===== config.mk =====
export PLATFORM = sky130hd
export DESIGN_NAME = div_seq_32
export DESIGN_NICKNAME = d
export VERILOG_FILES = /design/src/rtl/div_seq_32.sv
export SDC_FILE = /design/constraint.sdc
export NUM_CORES = 1
export LEC_CHECK = 0
export ABC_AREA = 1
export ABC_CLOCK_PERIOD_IN_PS = 1800
export CAP_MARGIN = 25
export CORE_MARGIN = 1
export CORE_UTILIZATION = 25
export CTS_BUF_LIST = sky130_fd_sc_hd__clkbuf_4 sky130_fd_sc_hd__clkbuf_8
export DETAILED_ROUTE_END_ITERATION = 6
export GPL_ROUTABILITY_DRIVEN = 0
export GPL_TIMING_DRIVEN = 0
export PLACE_DENSITY = 0.46
export SETUP_SLACK_MARGIN = 0.02
export SLEW_MARGIN = 5
export SYNTH_ARGS = -nofsm -noshare
export SYNTH_HDL_FRONTEND = slang
export SYNTH_SLANG_ARGS = --single-unit

===== constraint.sdc =====
create_clock -name i_clk -period 1.8 [get_ports i_clk]
set_input_delay 0.18 -clock i_clk [delete_from_list [all_inputs] [get_ports i_clk]]
set_output_delay 0.18 -clock i_clk [all_outputs]
set_load 0.02 [all_outputs]

===== src/rtl/div_seq_32.sv =====
// Multi-cycle restoring divider that drives an external adder_32 in subtract mode for N iterations.
// Optional signed support (i_signed port, magnitude pre/post-processing) is enabled by defining DIV_SIGNED_EN.
module div_seq_32 #(
    parameter int N     = 32,
    parameter int CNT_W = 6
) (
    input  logic         i_clk,
    input  logic         i_rst,
    input  logic         i_start,
    input  logic [N-1:0] i_dividend,
    input  logic [N-1:0] i_divisor,
`ifdef DIV_SIGNED_EN
    input  logic         i_signed,
`endif
    output logic         o_busy,
    output logic         o_done,
    output logic [N-1:0] o_quotient,
    output logic [N-1:0] o_remainder,
    output logic [N-1:0] o_add_x,
    output logic [N-1:0] o_add_y,
    output logic         o_add_t,
    input  logic [N-1:0] i_add_s,
    input  logic         i_add_cout
);

    typedef enum logic [1:0] {IDLE = 2'd0, RUN = 2'd1, DONE = 2'd2} state_t;

    state_t           state_reg, state_next;
    logic [CNT_W-1:0] cnt_reg;
    logic [N-1:0]     r_reg, q_reg, d_reg;
    logic [N-1:0]     quotient_reg, remainder_reg;
    logic             neg_q_reg, neg_r_reg;

    logic [N-1:0]     dvd_mag, dvs_mag;
    logic             neg_q_in, neg_r_in;

`ifdef DIV_SIGNED_EN
    logic dvd_neg, dvs_neg;
    assign dvd_neg  = i_signed & i_dividend[N-1];
    assign dvs_neg  = i_signed & i_divisor[N-1];
    assign dvd_mag  = dvd_neg ? ({N{1'b0}} - i_dividend) : i_dividend;
    assign dvs_mag  = dvs_neg ? ({N{1'b0}} - i_divisor) : i_divisor;
    // A zero divisor keeps the all-ones quotient unsigned-looking.
    assign neg_q_in = (dvd_neg ^ dvs_neg) & (i_divisor != {N{1'b0}});
    assign neg_r_in = dvd_neg;
`else
    assign dvd_mag  = i_dividend;
    assign dvs_mag  = i_divisor;
    assign neg_q_in = 1'b0;
    assign neg_r_in = 1'b0;
`endif

    // One restoring step: shift {R,Q} left, keep the difference if no borrow.
    logic         shift_msb, success, last_iter;
    logic [N-1:0] shift_x, r_step, q_step;

    assign shift_msb = r_reg[N-1];
    assign shift_x   = {r_reg[N-2:0], q_reg[N-1]};
    assign success   = shift_msb | i_add_cout;
    assign r_step    = success ? i_add_s : shift_x;
    assign q_step    = {q_reg[N-2:0], success};
    assign last_iter = (cnt_reg == CNT_W'(N - 1));

    always_ff @(posedge i_clk) begin
        if (i_rst) begin
            state_reg <= IDLE;
        end else begin
            state_reg <= state_next;
        end
    end

    always_comb begin
        state_next = state_reg;
        case (state_reg)
            IDLE:    if (i_start) state_next = RUN;
            RUN:     if (last_iter) state_next = DONE;
            DONE:    state_next = IDLE;
            default: state_next = IDLE;
        endcase
    end

    always_comb begin
        o_busy  = (state_reg != IDLE);
        o_done  = (state_reg == DONE);
        o_add_t = (state_reg == RUN);
        o_add_x = (state_reg == RUN) ? shift_x : {N{1'b0}};
        o_add_y = (state_reg == RUN) ? d_reg : {N{1'b0}};
    end

    always_ff @(posedge i_clk) begin
        if (i_rst) begin
            cnt_reg       <= '0;
            r_reg         <= '0;
            q_reg         <= '0;
            d_reg         <= '0;
            quotient_reg  <= '0;
            remainder_reg <= '0;
            neg_q_reg     <= 1'b0;
            neg_r_reg     <= 1'b0;
        end else begin
            case (state_reg)
                IDLE: begin
                    if (i_start) begin
                        cnt_reg   <= '0;
                        r_reg     <= '0;
                        q_reg     <= dvd_mag;
                        d_reg     <= dvs_mag;
                        neg_q_reg <= neg_q_in;
                        neg_r_reg <= neg_r_in;
                    end
                end
                RUN: begin
                    r_reg   <= r_step;
                    q_reg   <= q_step;
                    cnt_reg <= cnt_reg + 1'b1;
                    if (last_iter) begin
                        quotient_reg  <= neg_q_reg ? ({N{1'b0}} - q_step) : q_step;
                        remainder_reg <= neg_r_reg ? ({N{1'b0}} - r_step) : r_step;
                    end
                end
                default: ;
            endcase
        end
    end

    assign o_quotient  = quotient_reg;
    assign o_remainder = remainder_reg;

endmodule


==> flow_summary.json <==
{
  "finalSetupViolations": 0,
  "ant_nets": 0,
  "min_period_ns": 1.79,
  "grt_pass1_wl_mm": 43.2,
  "netlist_instances": 1115,
  "sw_frac_of_total_pct": 29.5,
  "hp-class": "primary input to flop",
  "power_frac_comb_pct": 15.9,
  "period_share_pct": 99.4,
  "grt_overflow_total": 0,
  "cts_made_buffers": 17,
  "io_pins": 231,
  "via_count": 7917,
  "cp-end-kind": "output port",
  "maxCapViolCount": 0,
  "crit_required_ns": 1.62,
  "post-dp-hpwl_mm": 20.2,
  "drive_gt1_share_pct": 15.6,
  "yosysWarningCount": 0,
  "internal_power_uw": 5680,
  "ys_ff_latch": 168,
  "post-route-util_pct": 38.6,
  "grt_pass1_vias": 7854,
  "syn_nets": 1216,
  "max_freq_mhz": 559,
  "met3_usage_pct": 3.92,
  "grt_use_met2_pct": 29.8,
  "fillCellCount": 3160,
  "die_h_um": 175,
  "drc": 0,
  "synthToLayoutAreaGrowth_pct": 50.4,
  "p_sw_uw": 2370,
  "tightestPinTransition_ns": 0.667,
  "grt_max_degree": 17,
  "die_w_um": 175,
  "initial_core_util_pct": 25.6,
  "synthDistinctLibCells": 16,
  "grtUsageMet1_pct": 23.7,
  "clockRootBuffer": "clkbuf_8",
  "worstPathArrival_ns": 1.61,
  "synth.avg_cell_area_um2": 6.67,
  "p_leak_uw": 0.00482,
  "nNetsFinal": 1471,
  "cts_buffer_depth": 2,
  "rsz0062_at_grt": "true",
  "final-hold-violation-count": 0,
  "grt_usage_pct": 18.1,
  "netlist_area_mm2": 0.00744,
  "drtIter0Drc": 414,
  "firstDrtPassIters": 5,
  "synth.yosys.seq_area_share_pct": 45.2,
  "skew_ns": 0.0170,
  "peakVddDrop_mv": 0.389,
  "vias_per_cell": 4.48,
  "wirelength_mm": 27.6,
  "insertion_delay_ns": 0.46,
  "cts.clk_slew.worst_paths_ns": 0.09,
  "std_cell_rows": 62,
  "antenna_found_initial": 0,
  "die_area_mm2": 0.0305,
  "clkSinkCount": 168,
  "pwr_density_cell_mw_per_mm2": 720,
  "mostFrequentLayoutCell": "nand2_1",
  "path_class": "flop to output port",
  "critPathLaunchType": "flop",
  "power_frac_clock_pct": 35.4,
  "cp_max_fo": 10,
  "status": "complete, no violations",
  "power.total_uw": 8050,
  "top_usage_layer": "met2",
  "slew_viol_final": 0,
  "layout_common_cells": "nand2_1 (307), dfxtp_1 (165), clkdlybuf4s50_1 (162)",
  "cts_tree": "done",
  "htreeDepth": 4,
  "pwr-share-seq_pct": 48.6,
  "wl_per_cell_um": 15.6,
  "coreArea_mm2": 0.0290,
  "maxSlewHeadroom_pct": 55.5,
  "io_buffers": 229,
  "cts_hold_buf": 0,
  "diodes": 0
}
through the flow:
| stage | setup TNS [ns] | instance area (um^2) | hold slack, ns | setup slack [ns] | cells |
|---|---|---|---|---|---|
| after floorplan | 0 | 7440 | 0.371 | 0.333 | 1115 |
| after global placement | -59.28 | 10200 | 0.441 | -0.556 | 1728 |
| after detailed placement | -60.90 | 10200 | 0.444 | -0.552 | 1728 |
| after CTS | -1.15 | 10600 | 0.165 | -0.0560 | 1763 |
| after global routing | -2.65 | 11200 | 0.226 | -0.0639 | 1766 |
| final | 0 | 11200 | 0.209 | 0.0115 | 1766 |
worst max-delay path, cell delays in order (launching register included):
cell     delay (ns)
dfxtp_4        0.37
inv_2          0.04
nor2_4         0.12
buf_12         0.17
inv_16         0.06
buf_12         0.15
nor2_1         0.08
buf_4          0.15
synth_stat cells:
master	count	area [um^2]
nor2_2	2	12.5
inv_1	107	402
o21ai_2	1	8.76
buf_4	2	15.0
nor2_1	135	507
inv_2	2	7.51
nand4_1	65	407
clkbuf_1	48	180
o21ai_0	66	330
a21oi_1	69	345
dfxtp_1	168	3360
ha_1	1	12.5
nand3_1	101	505
buf_1	10	37.5
nand2_1	308	1160
buf_2	30	150
layout make-up:
type                            instances  area (um^2)  area share [%]
Buffer                                 90          522            4.66
Clock buffer                           19          255            2.28
Clock inverter                         12          140            1.25
Inverter                              109          425            3.80
Multi-Input combinational cell        748         3620            32.4
Sequential cell                       168         3370            30.1
Tap cell                              384          480            4.29
Timing Repair Buffer                  235         2370            21.2
Timing Repair inverter                  1         8.76          0.0783
power by group through the flow:
stage,clock network (uW),registers [uW],logic (uW)
finish,2850,3920,1280
global placement,0,4000,1130
detailed placement,0,4000,1130
floorplan,0,3980,597
global route,3060,3940,1420
CTS,2950,3920,1160
cell families after synthesis:
| family | share of synthesized area [%] |
|---|---|
| and+or+nand+nor | 34.8 |
| adders and majority gates | 0.168 |
| DFF | 45.2 |
| buffers and inverters | 10.6 |
| AOI/OAI and AO/OA | 9.20 |
layer usage:
layer	share of wire, %	up-vias
met3	5.8	18
li1	-	4074
met4	1.3	0
met1	46	3627
met5	0	-
met2	47	198
worst paths after layout:
kind	slack [ns]	endpoint	start	cells past startpoint
min reg2reg	0.46	d_reg[7]$_SDFFE_PP0P_	d_reg[7]$_SDFFE_PP0P_	2
max reg2reg	0.16	r_reg[7]$_SDFFE_PP0P_	state_reg[0]$_SDFFE_PP0P_	6
min	0.21	q_reg[0]$_SDFFE_PP0P_	i_start	5
max	0.01	o_add_y[24]	state_reg[0]$_SDFFE_PP0P_	7
what timing repair did:
action / 4_1_cts / 5_1_grt
pin swaps: 2 / 2
buffers inserted: 4 / 0
endpoints found under the setup margin: 108 / 153
gates resized for setup: 371 / 160
cloned: 0 / 3
(Power assumes the default switching activity.)
